**config.mk**
```make
export PLATFORM = sky130hd
export DESIGN_NAME = cordic_lut_loader_flat
export DESIGN_NICKNAME = d
export VERILOG_FILES = /design/src/rtl/cordic_lut_loader_if.sv /design/src/rtl/cordic_lut_loader.sv /design/src/flat_wrapper.sv
export SDC_FILE = /design/constraint.sdc
export NUM_CORES = 1
export LEC_CHECK = 0
export CAP_MARGIN = 20
export CORE_ASPECT_RATIO = 0.9
export CORE_MARGIN = 2
export CORE_UTILIZATION = 56
export CTS_CLUSTER_DIAMETER = 150
export DETAILED_ROUTE_END_ITERATION = 12
export DONT_BUFFER_PORTS = 1
export MAX_ROUTING_LAYER = met4
export PLACE_DENSITY_LB_ADDON = 0.1
export RECOVER_POWER = 100
export SLEW_MARGIN = 10
export SYNTH_ARGS = -nofsm -noshare
export SYNTH_HDL_FRONTEND = slang
export SYNTH_SLANG_ARGS = --single-unit
```
**constraint.sdc**
```tcl
create_clock -name clk -period 4.6 [get_ports clk]
set_input_delay 1.15 -clock clk [delete_from_list [all_inputs] [get_ports clk]]
set_output_delay 1.15 -clock clk [all_outputs]
set_load 0.03 [all_outputs]
```
**src/rtl/cordic_lut_loader_if.sv**
```systemverilog
// Valid/ready stream carrying 16-bit table half-words into the loader.
interface cordic_lut_loader_if #(
    parameter int IW = 16
);
    logic [IW-1:0] s_data;
    logic          s_valid;
    logic          s_ready;

    modport master (
        output s_data,
        output s_valid,
        input  s_ready
    );

    modport slave (
        input  s_data,
        input  s_valid,
        output s_ready
    );
endinterface

```
**src/rtl/cordic_lut_loader.sv**
```systemverilog
// Assembles 48-bit CORDIC table entries from a half-word stream, writes them
// into the core table and holds the core in reset until the table is full.
module cordic_lut_loader #(
    parameter int ENTRIES    = 64,
    parameter int AW         = 6,
    parameter int DW         = 48,
    parameter int IW         = 16,
    parameter int CLR_CYCLES = 2
) (
    input  logic                clk,
    input  logic                reset,
    input  logic                start,
    cordic_lut_loader_if.slave  s,
    output logic                wen,
    output logic [AW-1:0]       index_wri,
    output logic [DW-1:0]       D,
    output logic                core_reset_n,
    output logic                busy,
    output logic                done
);

    localparam int CW = (CLR_CYCLES > 1) ? $clog2(CLR_CYCLES) : 1;

    typedef enum logic [2:0] {
        IDLE,
        COLLECT,
        WRITE,
        CLEAR,
        RUN
    } state_t;

    state_t        state;
    state_t        state_nx;
    logic [1:0]    half;
    logic [AW-1:0] idx;
    logic [CW-1:0] clr;
    logic [DW-1:0] asm_q;
    logic [DW-1:0] asm_nx;
    logic          accept;
    logic          last_half;
    logic          last_idx;
    logic          clr_end;
    logic          restart;

    assign accept    = (state == COLLECT) && s.s_valid;
    assign last_half = (half == 2'd2);
    assign last_idx  = (idx == AW'(ENTRIES - 1));
    assign clr_end   = (clr == CW'(CLR_CYCLES - 1));
    assign restart   = ((state == IDLE) || (state == RUN)) && start;
    assign asm_nx    = {asm_q[DW-IW-1:0], s.s_data};

    always_ff @(posedge clk or posedge reset) begin
        if (reset) begin
            state <= IDLE;
        end else begin
            state <= state_nx;
        end
    end

    always_comb begin
        state_nx     = state;
        s.s_ready    = 1'b0;
        wen          = 1'b1;
        core_reset_n = 1'b0;
        busy         = 1'b0;
        done         = 1'b0;
        unique case (state)
            IDLE: begin
                if (start) state_nx = COLLECT;
            end
            COLLECT: begin
                s.s_ready = 1'b1;
                busy      = 1'b1;
                if (accept && last_half) state_nx = WRITE;
            end
            WRITE: begin
                wen      = 1'b0;
                busy     = 1'b1;
                state_nx = last_idx ? CLEAR : COLLECT;
            end
            CLEAR: begin
                busy = 1'b1;
                if (clr_end) state_nx = RUN;
            end
            RUN: begin
                core_reset_n = 1'b1;
                done         = 1'b1;
                if (start) state_nx = COLLECT;
            end
            default: state_nx = IDLE;
        endcase
    end

    // The write port is loaded on the third accept so D is stable for the
    // whole WRITE cycle and simply holds afterwards.
    always_ff @(posedge clk or posedge reset) begin
        if (reset) begin
            half      <= '0;
            idx       <= '0;
            clr       <= '0;
            asm_q     <= '0;
            index_wri <= '0;
            D         <= '0;
        end else begin
            if (restart) begin
                half <= '0;
                idx  <= '0;
                clr  <= '0;
            end
            if (accept) begin
                asm_q <= asm_nx;
                if (last_half) begin
                    half      <= '0;
                    D         <= asm_nx;
                    index_wri <= idx;
                end else begin
                    half <= half + 2'd1;
                end
            end
            if ((state == WRITE) && !last_idx) begin
                idx <= idx + AW'(1);
            end
            if (state == CLEAR) begin
                clr <= clr_end ? '0 : clr + CW'(1);
            end
        end
    end

endmodule

```
**src/flat_wrapper.sv**
```systemverilog
// flat-port wrapper written by rule: the top's interface ports become plain ports
module cordic_lut_loader_flat 
#(
    parameter int ENTRIES    = 64,
    parameter int AW         = 6,
    parameter int DW         = 48,
    parameter int IW         = 16,
    parameter int CLR_CYCLES = 2
)
  (clk, reset, start, wen, index_wri, D, core_reset_n, busy, done, s_s_data, s_s_valid, s_s_ready);
  cordic_lut_loader_if #(.IW(IW)) s_i ();
  input  logic clk;
  input  logic reset;
  input  logic start;
  output logic wen;
  output logic [AW-1:0] index_wri;
  output logic [DW-1:0] D;
  output logic core_reset_n;
  output logic busy;
  output logic done;
  input wire logic [$bits(s_i.s_data)-1:0] s_s_data;
  input wire logic [$bits(s_i.s_valid)-1:0] s_s_valid;
  output wire logic [$bits(s_i.s_ready)-1:0] s_s_ready;
  assign s_i.s_data = s_s_data;
  assign s_i.s_valid = s_s_valid;
  assign s_s_ready = s_i.s_ready;
  cordic_lut_loader #(.ENTRIES(ENTRIES), .AW(AW), .DW(DW), .IW(IW), .CLR_CYCLES(CLR_CYCLES)) u_core (.clk(clk), .reset(reset), .start(start), .s(s_i), .wen(wen), .index_wri(index_wri), .D(D), .core_reset_n(core_reset_n), .busy(busy), .done(done));
endmodule
```
# Word level (Yosys, flattened, before mapping)
# Index checks and enable logic that the tools add are counted.
dict set report word_totals {
  ff_bits 98
  latch_bits 0
  mem_bits_rw 0
  rom_bits 0
  in_bits 20
  output_inout_bits 59
  word_cells 50
  mem_count 0
}
dict set report classes {
  n_addsub 3
  mul 0
  div_mod_pow 0
  n_lt_le_gt_ge 0
  n_eq_ne 9
  n_shift 0
  n_mux 17
  bitwise 0
  reduce_logical 14
}
# op n
set ops {}
lappend ops {{6-bit two-way mux} 2}
lappend ops {{3-bit one-hot mux with 4 select lines} 1}
lappend ops {{3-bit two-way mux} 3}
lappend ops {{2-bit two-way mux} 4}
lappend ops {{1-bit two-way mux} 7}
lappend ops {{6-bit by 1-bit adder with 6-bit output, second input constant} 1}
lappend ops {{3-bit by 2-bit equality test with 1-bit output, second input constant} 2}
lappend ops {{6-bit equality test, second input constant} 1}
lappend ops {{2-bit nonzero test} 3}
lappend ops {{1-bit logical AND} 4}
lappend ops {{2-bit by 1-bit != test with 1-bit output, second input constant} 2}
lappend ops {{3-bit by 1-bit equality test with 1-bit output, second input constant} 1}
lappend ops {{3-bit equality test, second input constant} 1}
lappend ops {{3-bit logical NOT} 1}
lappend ops {{3-bit AND reduction} 1}
lappend ops {{3-bit OR reduction} 1}
lappend ops {{2-bit by 1-bit adder with 2-bit output, second input constant} 1}
lappend ops {{2-bit equality test, second input constant} 1}
lappend ops {{2-bit != test, second input constant} 1}
lappend ops {{2-bit AND reduction} 1}
lappend ops {{2-bit OR reduction} 1}
lappend ops {{1-bit adder, second input constant} 1}
lappend ops {{1-bit logical NOT} 1}
lappend ops {{1-bit logical OR} 1}

# Logic depth before layout (Yosys ltp)
dict set report depth {
  depth_word 5
  ltp_mapped 7
  ltp_nobuf 5
}

# Worst setup path before layout
# No wires, ideal clock.
dict set report synth_path {
  path_kind {reg2out}
  startpoint {reg u_core.state[0]}
  endpoint {out done}
  t_arrival_ns 1.293
  slack_ns 2.157
  stages_incl_launch_ff 6
  path_buffers 2
  cell_sequence {dfrtp_1 > buf_6 > nor2_1 > nand2_1 > inv_1 > buf_4}
}
dict set report synth_between {
  elab_chain_len 2
}
# element line
set synth_rtl {}
lappend synth_rtl {{start: declaration} cordic_lut_loader.sv:32} ;# state_t state;
lappend synth_rtl {{start signal: assignment} cordic_lut_loader.sv:56} ;# state <= state_nx;
lappend synth_rtl {{3-bit equality test} -}
lappend synth_rtl {{1-bit two-way mux} -}
lappend synth_rtl {{end: declaration} flat_wrapper.sv:20} ;# output logic done;
# Every way passes these cells.

# Worst setup path in the final report
dict set report layout_path {
  startpoint {in s_s_valid}
  endpoint {reg u_core.D[7]}
}
dict set report layout_between {
  elab_chain_len 2
}
# element line
set layout_rtl {}
lappend layout_rtl {{start: declaration} flat_wrapper.sv:22} ;# input wire logic [$bits(s_i.s_valid)-1:0] s_s_valid;
lappend layout_rtl {{1-bit logical AND} cordic_lut_loader.sv:45} ;# assign accept = (state == COLLECT) && s.s_valid;
lappend layout_rtl {{2-bit AND reduction (no source line)} -}
lappend layout_rtl {{end signal: assignment} cordic_lut_loader.sv:114} ;# D <= asm_nx;
lappend layout_rtl {{end: declaration} cordic_lut_loader.sv:16} ;# output logic [DW-1:0] D,
# Every way passes these cells.
# A chain may end at the register's enable or synchronous reset.

==> run metrics <==
status finished, violations left; failing checks capacitance limit, slew limit; mux cell area share after synthesis 25.0%; nets 280; clock root cell clkbuf_8; count leader, synth dfrtp_1; Setup violations, final 0; Initial Util between 50% and 60%; clk buf depth 2; Max Fanout on Critical Path 40; Detailed Place HPWL 4100 µm; gp weighted congestion about 0.76; number of synthesized register bits 98; clock power share between 10% and 20%; largest net degree at the start of global routing 79; Tcrit/Tclk final about three quarters; Post-CTS Hold Buffers 0; FF/Latch Area 2450 µm²; Area growth syn-to-layout 5.14%; CTS Sinks 98; synth cell count leaders dfrtp_1 (98), mux2_2 (86), o21ai_0 (10); CP endpoint kind flip-flop; WP buf/inv 1; vias in the first global route about 2,100; die height between 80 and 90 µm; Core Footprint 6620 µm²; max-capacitance violation count 2; area leader, netlist dfrtp_1; first drt pass iteration count 4; Setup TNS 0 ns; Cell Area, Synth 3870 µm²; CTS Buf Count 9; Startpoint Class input port; grt met3 use just over 8%; final worst path period need about 3.4 ns; routed vias 2,028; Hold Fails Final Rpt 0; met2 Use GR a little over a quarter; Internal approximately 0.0018 W; Post-Route WL 6330 µm; Via density between 5 and 6; Top delay family on crit path simple AND/OR/NAND/NOR gates; Total GRT Usage between 10% and 20%; largest family of logic cells by synthesized area multiplexers; class of the worst hold path flip-flop to flip-flop; Net Count, Synth 280; Crit path depth 4; sequential power share slightly above 60%; Area after DPL ~3900 µm²; CTS tree done; Post-synth EDFFs 0; Synth async-reset ratio 100%; port buffer count 0; CP required slightly below 5 ns; Leak Pwr around 1.9 nW; routed len/inst ~18 µm; first-pass GRT wire length 10,700 µm; initial antenna violation count 0; Setup Fix Bufs, Post-CTS 0; sequential share of the synthesized area approximately 63%; final routed DRC violation total 0; full die area about 7600 µm²; # rows 28; Multi-input gate area ~1300 µm²; Primary FF master, synth dfrtp_1; Post-Synth Adder-Cell Area less than 1%; Worst Hold Depth 1; initial drt markers about 70; Mapped Cells about 260; CP max stage delay roughly 1.2 ns; Worst-Skew Late Latency about 0.35 ns; switching power 0.00124 W; syn_area_per_cell 14.9 µm²; Post-Synth Simple-Gate Area under 10%; share of layout cells above drive strength 1 between 40% and 50%; Synth Area in XOR/XNOR 0.226%; post-synthesis compound-gate area fraction 4.49%; combinational share of power around 22%; Arr. time, crit path ~3.7 ns; Max Freq 291 MHz; Relative slew margins -9.68%; Overflow after GRT 0; final setup skew approximately 0.0056 ns; max-slew violations 76; fill count 511; Least-Margin Pin Slew between 1.5 and 2 ns; unrepaired setup endpoints after global routing no; Sw Share about two fifths; largest cells by area after synthesis dfrtp_1 (63%), mux2_2 (25%), o21ai_0 (1.3%); Syn. warnings 0; worst reg2reg path depth 4; Design Power ~0.0031 W; post-CTS sizing 0; synth unique cells 33; fin area just over 4000 µm²; Synth top area share ~63%; met1 Track Usage GR between 20% and 30%; grt peak-use layer met2; clock-pin slew on the worst setup and hold paths 0.09 ns; post-route ant nets 0; kind of critical path input port to flip-flop; num ports 79; Slowest cell on crit path nand2_1; DIE WIDTH ~92 µm; Diodes inserted 0; pwr dens 755 nW/µm²; H-tree lvl count 3; maximum vdd drop 0.000377 V; Cell Chain, Critical Path and4bb_2, nand2_1, clkbuf_1, mux2_2
per-stage QoR:
| step | utilization [%] | cells | hold slack (ns) | setup slack (ns) |
|---|---|---|---|---|
| after floorplan | - | 259 | 0.455 | 0.888 |
| after global placement | 59.2 | 338 | 0.485 | 1.64 |
| after detailed placement | 59.2 | 338 | 0.490 | 1.63 |
| after CTS | 61.9 | 354 | 0.511 | 1.71 |
| after global routing | 61.5 | 354 | 0.528 | 0.904 |
| final | 61.5 | 354 | 0.506 | 1.17 |
power groups by stage:
stage / Sequential, W / Combinational, W / Clock [W]
final: 0.00191 / 0.000661 / 0.000502
after global routing: 0.00197 / 0.000738 / 0.000555
after CTS: 0.00192 / 0.000680 / 0.000524
after detailed placement: 0.00194 / 0.000677 / 0
after global placement: 0.00193 / 0.000652 / 0
after floorplan: 0.00183 / 0.000631 / 0
path summary, 6_finish.rpt:
| check | start | endpoint | slack (ns) |
|---|---|---|---|
| worst min register to register | u_core.asm_q[25] | u_core.D[41] | 0.51 |
| worst min-delay path | u_core.asm_q[25] | u_core.D[41] | 0.51 |
| worst max-delay path | s_s_valid | u_core.D[7] | 1.17 |
| max in group asynchronous | reset | u_core.index_wri[1] | 2.13 |
| worst max register to register | u_core.state[1] | u_core.D[7] | 1.44 |
| min in group asynchronous | reset | u_core.D[21] | 0.86 |
metal layers:
| metal | wire, µm | part of all wire, % |
|---|---|---|
| met5 | 0 | 0 |
| met4 | 55 | 0.87 |
| met3 | 537 | 8.5 |
| met2 | 2990 | 47 |
| met1 | 2750 | 43 |
registers in the layout, summed over array words and instances (netlist names):
signal / count
u_core.D: 48
u_core.asm_q: 32
u_core.clr: 1
u_core.half: 2
u_core.idx: 6
u_core.index_wri: 6
u_core.state: 3
cell usage in the layout (no fill, tap or decap), drive strengths merged, types with 2 or more instances in the layout:
cell      instances
a21oi             5
a31oi             2
and4bb            2
clkbuf           12
clkinv            2
clkinvlp          3
dfrtp            98
inv               6
mux2             86
nand2            10
nand3             4
nor2              8
o21ai            10
logic make-up (layout without fill, tap and decap cells):
family / Yosys count / in the layout
and+or+nand+nor: 30 / 30
xor gates and xnor gates: 1 / 1
DFF: 98 / 98
AOI/OAI and AO/OA: 25 / 25
buffers and inverters: 18 / 23
adders and majority gates: 1 / 1
muxes: 86 / 86
worst reg2reg max path: stages, from the launching register on:
cell and delay [ns]:
dfrtp_1 0.46, and4bb_2 0.27, nand2_1 1.17, clkbuf_1 0.73, mux2_2 0.41
layout make-up:
cell class	instances	share of cell area, %
clock inverters	6	1.01
clock buffers	10	3.38
multi-input cells	143	31.9
inverters	5	0.523
well taps	90	2.77
flip-flops and latches	98	60.3
repair buffers	2	0.184
Note: power is estimated with default switching activity, not from simulation.
